<file path="config.mk">
export PLATFORM = sky130hd
export DESIGN_NAME = nand_truth_sequencer
export DESIGN_NICKNAME = d
export VERILOG_FILES = /design/src/rtl/nand_seq_pkg.sv /design/src/rtl/nand_seq_settle_cnt.sv /design/src/rtl/nand_truth_sequencer.sv
export SDC_FILE = /design/constraint.sdc
export NUM_CORES = 1
export LEC_CHECK = 0
export BUFFER_PORTS_ARGS = -buffer_cell sky130_fd_sc_hd__buf_2
export CAP_MARGIN = 30
export CORE_UTILIZATION = 45
export CTS_CLUSTER_DIAMETER = 100
export DETAILED_ROUTE_END_ITERATION = 10
export PLACE_DENSITY = 0.64
export SLEW_MARGIN = 20
export SYNTH_ARGS = -nofsm -noshare
export SYNTH_HDL_FRONTEND = slang
export SYNTH_HIERARCHICAL = 1
export SYNTH_SLANG_ARGS = --single-unit
</file>
<file path="constraint.sdc">
create_clock -name clk -period 2.85 [get_ports clk]
set_input_delay 0.57 -clock clk [delete_from_list [all_inputs] [get_ports clk]]
set_output_delay 0.57 -clock clk [all_outputs]
set_load 0.03 [all_outputs]
</file>
<file path="src/rtl/nand_seq_pkg.sv">
// Shared types and helpers for the NAND truth-table sequencer.
// Holds the FSM state encoding, default parameters and the reference NAND function.
package nand_seq_pkg;

  localparam int DEF_N_IN          = 2;
  localparam int DEF_SETTLE_CYCLES = 1;
  localparam int MAX_N_IN          = 8;

  typedef enum logic [1:0] {
    IDLE   = 2'd0,
    SETTLE = 2'd1,
    SAMPLE = 2'd2,
    DONE   = 2'd3
  } state_t;

  // Bits at or above n_in are forced to 1 so they cannot affect the AND reduction.
  function automatic logic expected_nand(input logic [MAX_N_IN-1:0] row, input int n_in);
    logic [MAX_N_IN-1:0] padded;
    padded = row;
    for (int i = 0; i < MAX_N_IN; i++) begin
      if (i >= n_in) padded[i] = 1'b1;
    end
    return ~&padded;
  endfunction

endpackage

</file>
<file path="src/rtl/nand_seq_settle_cnt.sv">
// Loadable down-counter that times how long each truth-table row is held before sampling.
// at_one_o flags the last settle cycle so the sequencer can move to SAMPLE.
module nand_seq_settle_cnt #(
  parameter int SETTLE_CYCLES = 1,
  parameter int CW            = $clog2(SETTLE_CYCLES + 1)
) (
  input  logic clk,
  input  logic rst_n,
  input  logic load_i,
  input  logic dec_i,
  output logic at_one_o
);

  localparam logic [CW-1:0] LOAD_VAL = CW'(SETTLE_CYCLES);
  localparam logic [CW-1:0] ONE      = CW'(1);

  logic [CW-1:0] cnt_q;
  logic [CW-1:0] cnt_d;

  always_comb begin
    cnt_d = cnt_q;
    if (load_i) begin
      cnt_d = LOAD_VAL;
    end else if (dec_i && (cnt_q != '0)) begin
      cnt_d = cnt_q - ONE;
    end
  end

  always_ff @(posedge clk or negedge rst_n) begin
    if (!rst_n) begin
      cnt_q <= '0;
    end else begin
      cnt_q <= cnt_d;
    end
  end

  assign at_one_o = (cnt_q == ONE);

endmodule

</file>
<file path="src/rtl/nand_truth_sequencer.sv">
// Clocked harness that walks a gate through every truth-table row and checks it against NAND.
// Handshake: start is a level sampled on a rising edge; it is accepted only in IDLE or DONE.
module nand_truth_sequencer
  import nand_seq_pkg::*;
#(
  parameter int N_IN          = DEF_N_IN,
  parameter int SETTLE_CYCLES = DEF_SETTLE_CYCLES
) (
  input  logic            clk,
  input  logic            rst_n,
  input  logic            start,
  output logic [N_IN-1:0] drive,
  input  logic            dut_s,
  output logic            busy,
  output logic            done,
  output logic            pass,
  output logic [N_IN:0]   err_count,
  output logic            mismatch,
  output logic            fail_valid,
  output logic [N_IN-1:0] first_fail_row,
  output state_t          state
);

  localparam logic [N_IN-1:0] LAST_ROW = '1;
  localparam logic [N_IN-1:0] ROW_ONE  = N_IN'(1);
  localparam logic [N_IN:0]   ERR_ONE  = (N_IN + 1)'(1);

  state_t          state_q, state_d;
  logic [N_IN-1:0] row_q, row_d;
  logic [N_IN:0]   err_q, err_d;
  logic [N_IN-1:0] ffr_q, ffr_d;
  logic            busy_q, busy_d;
  logic            done_q, done_d;
  logic            pass_q, pass_d;
  logic            mis_q, mis_d;
  logic            fv_q, fv_d;

  logic            cnt_load;
  logic            cnt_dec;
  logic            cnt_at_one;
  logic            exp_s;
  logic            sample_fail;

  nand_seq_settle_cnt #(
    .SETTLE_CYCLES(SETTLE_CYCLES)
  ) u_settle_cnt (
    .clk     (clk),
    .rst_n   (rst_n),
    .load_i  (cnt_load),
    .dec_i   (cnt_dec),
    .at_one_o(cnt_at_one)
  );

  // Expected value comes from the row register so it never depends on the driven bus.
  assign exp_s       = expected_nand(MAX_N_IN'(row_q), N_IN);
  assign sample_fail = (dut_s !== exp_s);

  always_comb begin
    state_d  = state_q;
    row_d    = row_q;
    err_d    = err_q;
    ffr_d    = ffr_q;
    busy_d   = busy_q;
    done_d   = done_q;
    pass_d   = pass_q;
    mis_d    = 1'b0;
    fv_d     = fv_q;
    cnt_load = 1'b0;
    cnt_dec  = 1'b0;

    case (state_q)
      IDLE, DONE: begin
        if (start) begin
          row_d    = '0;
          err_d    = '0;
          ffr_d    = '0;
          fv_d     = 1'b0;
          done_d   = 1'b0;
          pass_d   = 1'b0;
          busy_d   = 1'b1;
          cnt_load = 1'b1;
          state_d  = SETTLE;
        end
      end
      SETTLE: begin
        if (cnt_at_one) begin
          state_d = SAMPLE;
        end else begin
          cnt_dec = 1'b1;
        end
      end
      SAMPLE: begin
        if (sample_fail) begin
          err_d = err_q + ERR_ONE;
          mis_d = 1'b1;
          if (!fv_q) begin
            ffr_d = row_q;
            fv_d  = 1'b1;
          end
        end
        // Pass uses the updated count so the final row's result is included.
        if (row_q == LAST_ROW) begin
          state_d = DONE;
          busy_d  = 1'b0;
          done_d  = 1'b1;
          pass_d  = (err_d == '0);
        end else begin
          row_d    = row_q + ROW_ONE;
          cnt_load = 1'b1;
          state_d  = SETTLE;
        end
      end
      default: begin
        state_d = IDLE;
      end
    endcase
  end

  always_ff @(posedge clk or negedge rst_n) begin
    if (!rst_n) begin
      state_q <= IDLE;
      row_q   <= '0;
      err_q   <= '0;
      ffr_q   <= '0;
      busy_q  <= 1'b0;
      done_q  <= 1'b0;
      pass_q  <= 1'b0;
      mis_q   <= 1'b0;
      fv_q    <= 1'b0;
    end else begin
      state_q <= state_d;
      row_q   <= row_d;
      err_q   <= err_d;
      ffr_q   <= ffr_d;
      busy_q  <= busy_d;
      done_q  <= done_d;
      pass_q  <= pass_d;
      mis_q   <= mis_d;
      fv_q    <= fv_d;
    end
  end

  // The row register doubles as the stimulus bus; it only moves on start or SAMPLE edges.
  assign drive          = row_q;
  assign busy           = busy_q;
  assign done           = done_q;
  assign pass           = pass_q;
  assign err_count      = err_q;
  assign mismatch       = mis_q;
  assign fail_valid     = fv_q;
  assign first_fail_row = ffr_q;
  assign state          = state_q;

endmodule

</file>
Word-level counts from Yosys, hierarchy flattened
Index checks and enable logic that the tools add are counted.

cells by class
  reductions and logical operators = 14
  $add $sub $neg = 3
  eq/ne operators = 11
  multiplexer cells = 33

operator list
  kind                                                             count
  1-bit 2-to-1 mux                                                 14
  2-bit 2-to-1 mux                                                 7
  2-bit != test, second input constant                             5
  1-bit case mux with 2 select lines                               5
  3-bit 2-to-1 mux                                                 3
  3-bit AND reduction                                              3
  2-bit case mux with 2 select lines                               2
  2-bit == test, second input constant                             3
  2-bit case mux with 3 select lines                               1
  3-bit case mux with 2 select lines                               1
  2-bit AND reduction                                              3
  4-bit AND reduction                                              1
  2-bit nonzero test                                               2
  3-bit by 1-bit adder with 3-bit output, second input constant    1
  3-bit zero test                                                  1
  2-bit by 1-bit adder with 2-bit output, second input constant    1
  2-bit by 1-bit == test with 1-bit output, second input constant  1
  2-bit zero test                                                  1
  2-bit by 1-bit != test with 1-bit output, second input constant  1
  2-bit OR reduction                                               1
  1-bit logical AND                                                1
  1-bit zero test                                                  1
  1-bit !== test                                                   1
  1-bit subtractor, second input constant                          1

storage, ports and cells
  logic and storage cells = 71
  output and inout bits = 14
  bits of input ports = 4
  bits in registers = 15

Logic depth before layout (Yosys ltp)
Gate-level depths: netlist of run 1.

  depth in word-level cells = 8
  depth in mapped cells = 7
  gate-level depth less buffers = 6

Cells and area by module
The synthesis of run 1 kept the hierarchy.

by module, submodules not included
  module                area each (sq um)  times used  cells each  sequential area each (sq um)
  nand_truth_sequencer  860.8              1           93          350.3
  nand_seq_settle_cnt   36.3               1           3           25.0

Least setup slack after synthesis of run 1
Ideal clock, no wire load.

  path kind = register -> register
  start = register state_q[0] (netlist: state[0])
  end = register ffr_q[0] (netlist: first_fail_row[0])
  buffers on the path = 1
  arrival time = 1.660 ns
  setup time = 0.124 ns
  stages on the path, launching flop included = 8
  data required time = 2.726 ns
  setup slack = 1.065 ns
  clock period less this slack = 1.785 ns
  path through = dfrtp_1 > inv_1 > ha_1 > buf_2 > nand2b_1 > o21ai_1 > nand2b_1 > mux2i_1

on the way
  cells in the longest elaborated chain, start to end = 4
  elaborated cells on any way between the ends = 10
  those cells by class = 5 x eq/ne; 1 x mux; 4 x reduce/logical

RTL lines
  what                                                                  RTL line                     text
  start: declaration                                                    nand_truth_sequencer.sv:28   state_t state_q, state_d;
  start signal: assignment                                              nand_truth_sequencer.sv:131  state_q <= state_d;
  2-bit == test or 2-bit zero test (tied branches)                      nand_truth_sequencer.sv:71   case (state_q)
  2-bit OR reduction                                                    nand_truth_sequencer.sv:71
  2-bit != test (no source line) or 2-bit nonzero test (tied branches)  -
  4-bit AND reduction (no source line)                                  -
  end signal: assignment                                                nand_truth_sequencer.sv:134  ffr_q <= ffr_d;
  end: declaration                                                      nand_truth_sequencer.sv:31   logic [N_IN-1:0] ffr_q, ffr_d;

Parallel ways exist; a longest one is shown, timed or not.
A chain may end at the register's enable or synchronous reset.

Worst setup path after layout of run 1
Ends and elaborated chain as after synthesis.

==> flow_summary.ini, run 1 <==
[run_status]
status = complete, no violations

[drt]
post_drt_wl_per_cell_microns = 13.5
ant_nets = 0
wirelength_mm = 1.87
drc_errors = 0
num_vias = 735
drt_iter0_markers = 17
vias_per_cell = 5.29
firstDrtPassIters = 4

[timing]
worst_slew_pin_slew_ns = 0.621
final.min_clock_period_ns = 1.93
slew_headroom_pct = 58.6
finalMaxSlewViolations = 0
hold_violations = 0
tns_ns = 0
timing.final.crit_share_pct = 67.5
timing.hold.ws_ns = 0.182
clock_skew_ns = 0.00110
finalSetupViolations = 0
unrepaired_setup_endpoints_after_global_routing = false
fmax_mhz = 519

[floorplan]
starting_utilization_of_the_core_area_pct = 49.8
placementRows = 15
floorplan_die_area_sq_um = 2180
chipHeight_microns = 46.7
core_area_sq_um = 1800
floorplan.die.width_microns = 46.7
io_pins = 18

[yosys]
ys_seq_area_share_pct = 41.8
synth.yosys.warnings = 6
postSynthAreaPerCell_sq_um = 9.34
mapped_area_sq_um = 897
yosysUniqueCellTypes = 30
syn_nets = 106
syn_inst = 96
synth_seq_cells = 15

[critical_path]
worst-path-max-fanout = 10
critical_path_class = reg2reg
critPathRequiredTime_ns = 3.05
crit_path_end_kind = register
critical_path.startpoint_type = register
worst_ep_arrival_time_ns = 2.13

[cts]
cts-resized-gates = 0
cts_buffers = 3
clk_root_buffer_cell = sky130_fd_sc_hd__clkbuf_4
clock_buffer_depth = 2
worstSkewPairLatency_ns = 0.27
cts.repair_timing.setup_buffer_count = 0
cts_hold_bufs = 0
clock_sinks = 15
cts_tree = built
clk_transition_reported_paths_ns = 0.09
htree_levels = 1

[power_and_ir_drop]
leakage_uw = 0.000520
swShare_pct = 47.6
peakVddDrop_uv = 393
power_report.internal_total_uw = 490
share_clk_of_total_power_pct = 13.0
power.share.sequential_pct = 32.4
combPwrFrac_pct = 54.6
power.density_nw_per_um2 = 912
finalPower_uw = 935
power.switching_uw = 445

[global_routing]
grt_overflow = 0
grt_pass1_vias = 676
grtUsageTotal_pct = 20.3
grt_pass1_wl_mm = 3.07
grt_antenna_before_repair = 0
grt_max_degree = 18

[layout]
nFillCells = 172
finalCoreUtilization_pct = 56.9
antenna-diode-count = 0
syn2layout_area_growth_pct = 14.2
layout.nets = 125
layout-drive-gt1-share_pct = 22.8

[min_path]
hold_path_class = in2async

[placement]
io_buffer_count = 17
finalWeightedCongestion = 0.776
place.detailed.hpwl_mm = 1.41

[run]
max-cap-violations = 0
[Yosys cell counts (all sizes together)]
master	number	share of area, %
o31a	1	0.98
a22o	1	0.98
a22oi	1	0.84
nor2	7	2.9
ha	6	8.4
a211o	1	0.98
and2	1	0.70
buf	3	1.7
o21ai	9	5.0
nand2	14	6.1
a21o	2	1.7
o221ai	1	0.98
o41ai	1	1.8
nand2b	3	2.1
a32o	1	1.3
mux2i	4	4.5
and2b	3	3.1
nand3	1	0.56
nor2b	1	0.70
xor2	1	0.98
a31oi	1	0.70
nor3	1	0.56
xnor2	3	3.8
a21oi	8	4.5
inv	6	2.5
dfrtp	15	42
[cells in the final DEF (no fill, tap or decap), types with 2 or more instances in the layout]
master                      n
sky130_fd_sc_hd__a21o_1     2
sky130_fd_sc_hd__a21oi_1    8
sky130_fd_sc_hd__and2b_4    2
sky130_fd_sc_hd__buf_2     17
sky130_fd_sc_hd__clkbuf_4   3
sky130_fd_sc_hd__dfrtp_1   15
sky130_fd_sc_hd__ha_1       6
sky130_fd_sc_hd__inv_1      6
sky130_fd_sc_hd__mux2i_1    4
sky130_fd_sc_hd__nand2_1   13
sky130_fd_sc_hd__nand2b_1   3
sky130_fd_sc_hd__nor2_1     7
sky130_fd_sc_hd__o21ai_1    8
sky130_fd_sc_hd__xnor2_1    2
[worst paths after layout]
kind / endpoint / start / slack (ns) / cells after the start
max in group asynchronous: first_fail_row[0]$_DFFE_PN0P_ / rst_n / 2.42 / 1
worst max-delay path: first_fail_row[0]$_DFFE_PN0P_ / state[0]$_DFFE_PN0P_ / 0.92 / 6
min in group clk: first_fail_row[0]$_DFFE_PN0P_ / first_fail_row[0]$_DFFE_PN0P_ / 0.52 / 2
worst min register to register: first_fail_row[0]$_DFFE_PN0P_ / first_fail_row[0]$_DFFE_PN0P_ / 0.52 / 2
worst max register to register: first_fail_row[0]$_DFFE_PN0P_ / state[0]$_DFFE_PN0P_ / 0.92 / 6
worst min-delay path: u_settle_cnt/at_one_o$_DFFE_PN0P_ / rst_n / 0.18 / 1
[cell families (layout without fill, tap and decap cells)]
logic type                 Yosys count  after routing  share of synthesized area, %
xor gates and xnor gates             4              4                          4.74
DFF                                 15             15                          41.8
buffers and inverters                9             27                          4.18
adders and majority gates            6              6                          8.37
muxes                                4              4                          4.46
and+or+nand+nor                     31             31                          16.7
AOI/OAI and AO/OA                   27             27                          19.7
[registers in the layout (all words and copies together), names as in the netlist]
register               count
err_count                  3
drive                      2
first_fail_row             2
state                      2
busy                       1
done                       1
fail_valid                 1
mismatch                   1
pass                       1
u_settle_cnt/at_one_o      1
[power by group through the flow]
stage	logic, uW	registers, uW	clock network, uW
after global placement	503	305	0
after global routing	562	310	136
after CTS	513	304	125
after detailed placement	511	309	0
final	511	303	121
after floorplan	308	384	0
[worst max-delay path, cell delays in order, from the launching register on]
cell	delay (ns)
sky130_fd_sc_hd__dfrtp_1	0.42
sky130_fd_sc_hd__inv_1	0.07
sky130_fd_sc_hd__ha_1	0.47
sky130_fd_sc_hd__nand2b_1	0.25
sky130_fd_sc_hd__o21ai_1	0.24
sky130_fd_sc_hd__nand2b_1	0.22
sky130_fd_sc_hd__mux2i_1	0.19
[routing by layer]
metal / routed length (microns) / global-route usage (%) / part of all wire (%)
met1: 864 / 27.4 / 46
met2: 916 / 32.2 / 49
met3: 78 / 3.92 / 4.2
met4: 12 / 6.86 / 0.64
met5: 0 / 0 / 0
[metrics by stage]
stage | instances | cell area, sq um | setup slack [ns]
2_1_floorplan | 96 | 897 | 1.07
3_3_place_gp | 135 | 998 | 0.978
3_5_place_dp | 135 | 998 | 0.952
4_1_cts | 139 | 1020 | 0.919
5_1_grt | 139 | 1020 | 0.791
6_report | 139 | 1020 | 0.925
[area by class of cell]
type | instances | area [sq um] | share of cell area [%]
clock buffers | 4 | 26.3 | 2.56
inverters | 6 | 22.5 | 2.20
multi-input cells | 72 | 484 | 47.3
flip-flops and latches | 15 | 375 | 36.6
well taps | 25 | 31.3 | 3.05
repair buffers | 17 | 85.1 | 8.30
Power figures use the tool's default switching activity.
==> run 2, diff against run 1 <==
Settings changed: ABC_AREA set to 1, PLACE_DENSITY 0.64 to 0.65.
Clock period 2.85 ns to 1.8 ns, I/O delays scaled along.
==> run 2 against run 1 <==
- die area decreased by 7.5%
- clock skew grew 0.0019 ns
- utilization is 0.28 points lower
- register-to-register slack got worse by 0.67 ns
- via count did not move
- final cell count is 7.2% higher
==> flow_summary.ini, run 2 <==
[run_status]
status = complete, no violations

[cts]
cts_tree = built
clock_sinks = 15
worstSkewPairLatency_ns = 0.28
cts.repair_timing.setup_buffer_count = 0
clk_transition_reported_paths_ns = 0.09
cts_buffers = 3
htree_levels = 1
clk_root_buffer_cell = sky130_fd_sc_hd__clkbuf_4
clock_buffer_depth = 2

[timing]
finalSetupViolations = 0
timing.hold.ws_ns = 0.462
timing.final.crit_share_pct = 86.1
finalMaxSlewViolations = 0
fmax_mhz = 645
tns_ns = 0
hold_violations = 0
slew_headroom_pct = 77.5
unrepaired_setup_endpoints_after_global_routing = false
clock_skew_ns = 0.00298
worst_slew_pin_slew_ns = 0.338
final.min_clock_period_ns = 1.55

[floorplan]
floorplan.die.width_microns = 44.9
starting_utilization_of_the_core_area_pct = 47.9
placementRows = 15
chipHeight_microns = 44.9
io_pins = 18
floorplan_die_area_sq_um = 2010
core_area_sq_um = 1730

[global_routing]
grtUsageTotal_pct = 19.2
grt_pass1_wl_mm = 2.78
grt_max_degree = 16
met2_global_route_usage_pct = 31.5
grt_antenna_before_repair = 0
global_route.usage.met3_pct = 3.60
busiest_layer = met2
grt_overflow = 0
grt_pass1_vias = 669
globalRouteMet1Util_pct = 24.0

[layout]
fin_cells = 149
syn2layout_area_growth_pct = 18.2
nFillCells = 164
antenna-diode-count = 0
layout-drive-gt1-share_pct = 22.6
final_common_cell = sky130_fd_sc_hd__nand2_1
layout.nets = 135
number_of_flip_flops_in_the_largest_register = 3
highest_count_cells_in_the_layout_ignoring_fill_and_taps = sky130_fd_sc_hd__nand2_1 (32), sky130_fd_sc_hd__buf_2 (17), sky130_fd_sc_hd__dfrtp_1 (15)
finalCoreUtilization_pct = 56.6

[yosys]
yosysUniqueCellTypes = 19
synthDominantCellAreaShare_pct = 45.4
syn_nets = 112
async_flop_share_pct = 100
syn_inst = 102
ys.flop_type = sky130_fd_sc_hd__dfrtp_1
synth_top_cell_by_area = sky130_fd_sc_hd__dfrtp_1
ys_top_cells_by_area = sky130_fd_sc_hd__dfrtp_1 (45%), sky130_fd_sc_hd__nand2_1 (15%), sky130_fd_sc_hd__ha_1 (9.1%)
postSynthAreaPerCell_sq_um = 8.11
synth_seq_cells = 15
yosys.cell_count.top_type = sky130_fd_sc_hd__nand2_1
synth_enable_flop_cells = 0
top_cell_types_by_occurrence_after_synthesis = sky130_fd_sc_hd__nand2_1 (32), sky130_fd_sc_hd__dfrtp_1 (15), sky130_fd_sc_hd__inv_1 (13)
ys_seq_area_share_pct = 45.4
synth.yosys.warnings = 6
mapped_area_sq_um = 827

[critical_path]
crit_path_end_kind = register
crit_top_cell = sky130_fd_sc_hd__o21ai_1
critical_path_class = reg2reg
critical_path.n_buffers_inverters = 1
worst_ep_arrival_time_ns = 1.73
worst-path-max-fanout = 9
critical_path.max_stage_delay_ns = 0.42
critPathRequiredTime_ns = 1.98
critical_path.slowest_cell = sky130_fd_sc_hd__dfrtp_1
critical_path.startpoint_type = register
timing.critical_path.cells = inv_1 > ha_1 > o21ai_4 > o21ai_1 > nand2_1 > o21ai_1
worst_path_dominant_cell_family = compound AO/OA/AOI/OAI gates

[placement]
finalWeightedCongestion = 0.775
dp_cells = 144
place.detailed.hpwl_mm = 1.29
io_buffer_count = 17

[run]
max-cap-violations = 0

[drt]
firstDrtPassIters = 4
drc_errors = 0
post_drt_wl_per_cell_microns = 11.2
vias_per_cell = 4.93
drt_iter0_markers = 16
num_vias = 735
ant_nets = 0
wirelength_mm = 1.67

[power_and_ir_drop]
peakVddDrop_uv = 697
leakage_uw = 0.000541
power.density_nw_per_um2 = 1520
finalPower_uw = 1490

[min_path]
hold_path_class = in2reg
==> run 2: cell types whose count changed after synthesis, moves of 4 or more <==
cell	delta
sky130_fd_sc_hd__a21oi_1	-4
sky130_fd_sc_hd__nand2_1	+19
sky130_fd_sc_hd__nand3_1	+6
sky130_fd_sc_hd__mux2i_1	-4
sky130_fd_sc_hd__inv_1	+7
==> run 2: cells by family (layout without fill, tap and decap cells) <==
kind of cell / count (synthesis) / after routing / share of synthesized area [%]
flops: 15 / 15 / 45.4
compound gates: 17 / 17 / 13.0
xor+xnor: 1 / 1 / 1.06
buf+inv: 18 / 40 / 9.38
fa+ha+maj: 6 / 6 / 9.08
simple gates: 45 / 45 / 22.1
==> run 2: worst min-delay path, cell delays in order <==
cell and delay [ns]:
sky130_fd_sc_hd__buf_2 0.11, sky130_fd_sc_hd__nand2_1 0.07, sky130_fd_sc_hd__nand2_1 0.12, sky130_fd_sc_hd__nor2_1 0.05
==> run 2: cell type report <==
type	instances	area (sq um)	area share [%]
Tap cell	25	31.3	3.20
Inverter	17	66.3	6.79
Clock inverter	1	5.00	0.512
Multi-Input combinational cell	69	374	38.3
Timing Repair Buffer	19	103	10.5
Sequential cell	15	375	38.4
Clock buffer	3	22.5	2.30
==> run 2: through the flow <==
stage	worst slack (ns)	cell area (sq um)
after floorplan	0.181	827
after global placement	0.341	940
after detailed placement	0.247	940
after CTS	0.233	977
after global routing	0.119	977
final	0.250	977
==> run 2: worst paths after layout <==
path	end	slack, ns	startpoint	depth (start not counted)
setup / recovery	drive[0]$_DFFE_PN0P_	0.25	state[0]$_DFFE_PN0P_	6
hold / removal	mismatch$_DFF_PN0_	0.46	dut_s	4
setup reg to reg	drive[0]$_DFFE_PN0P_	0.25	state[0]$_DFFE_PN0P_	6
hold reg to reg	first_fail_row[0]$_DFFE_PN0P_	0.47	first_fail_row[0]$_DFFE_PN0P_	2
max in group asynchronous	err_count[0]$_DFFE_PN0P_	1.05	rst_n	2
min in group asynchronous	err_count[2]$_DFFE_PN0P_	0.50	rst_n	2
==> run 2: layer usage <==
layer	wire length [microns]	share of wire [%]
met5	0	0
met4	26	1.6
met3	60	3.6
met2	794	47
met1	791	47
==> run 2: repair_timing <==
item / in CTS / in global routing
hold endpoints to repair: 15 / 0
hold buffers: 1 / 0
endpoints found under the setup margin: 0 / 0
gates resized for setup: 0 / 0
==> run 2: power breakdown <==
group | switching, uW | internal (uW)
registers | 83.6 | 420
clock network | 110 | 82.6
logic | 541 | 252
total | 735 | 755
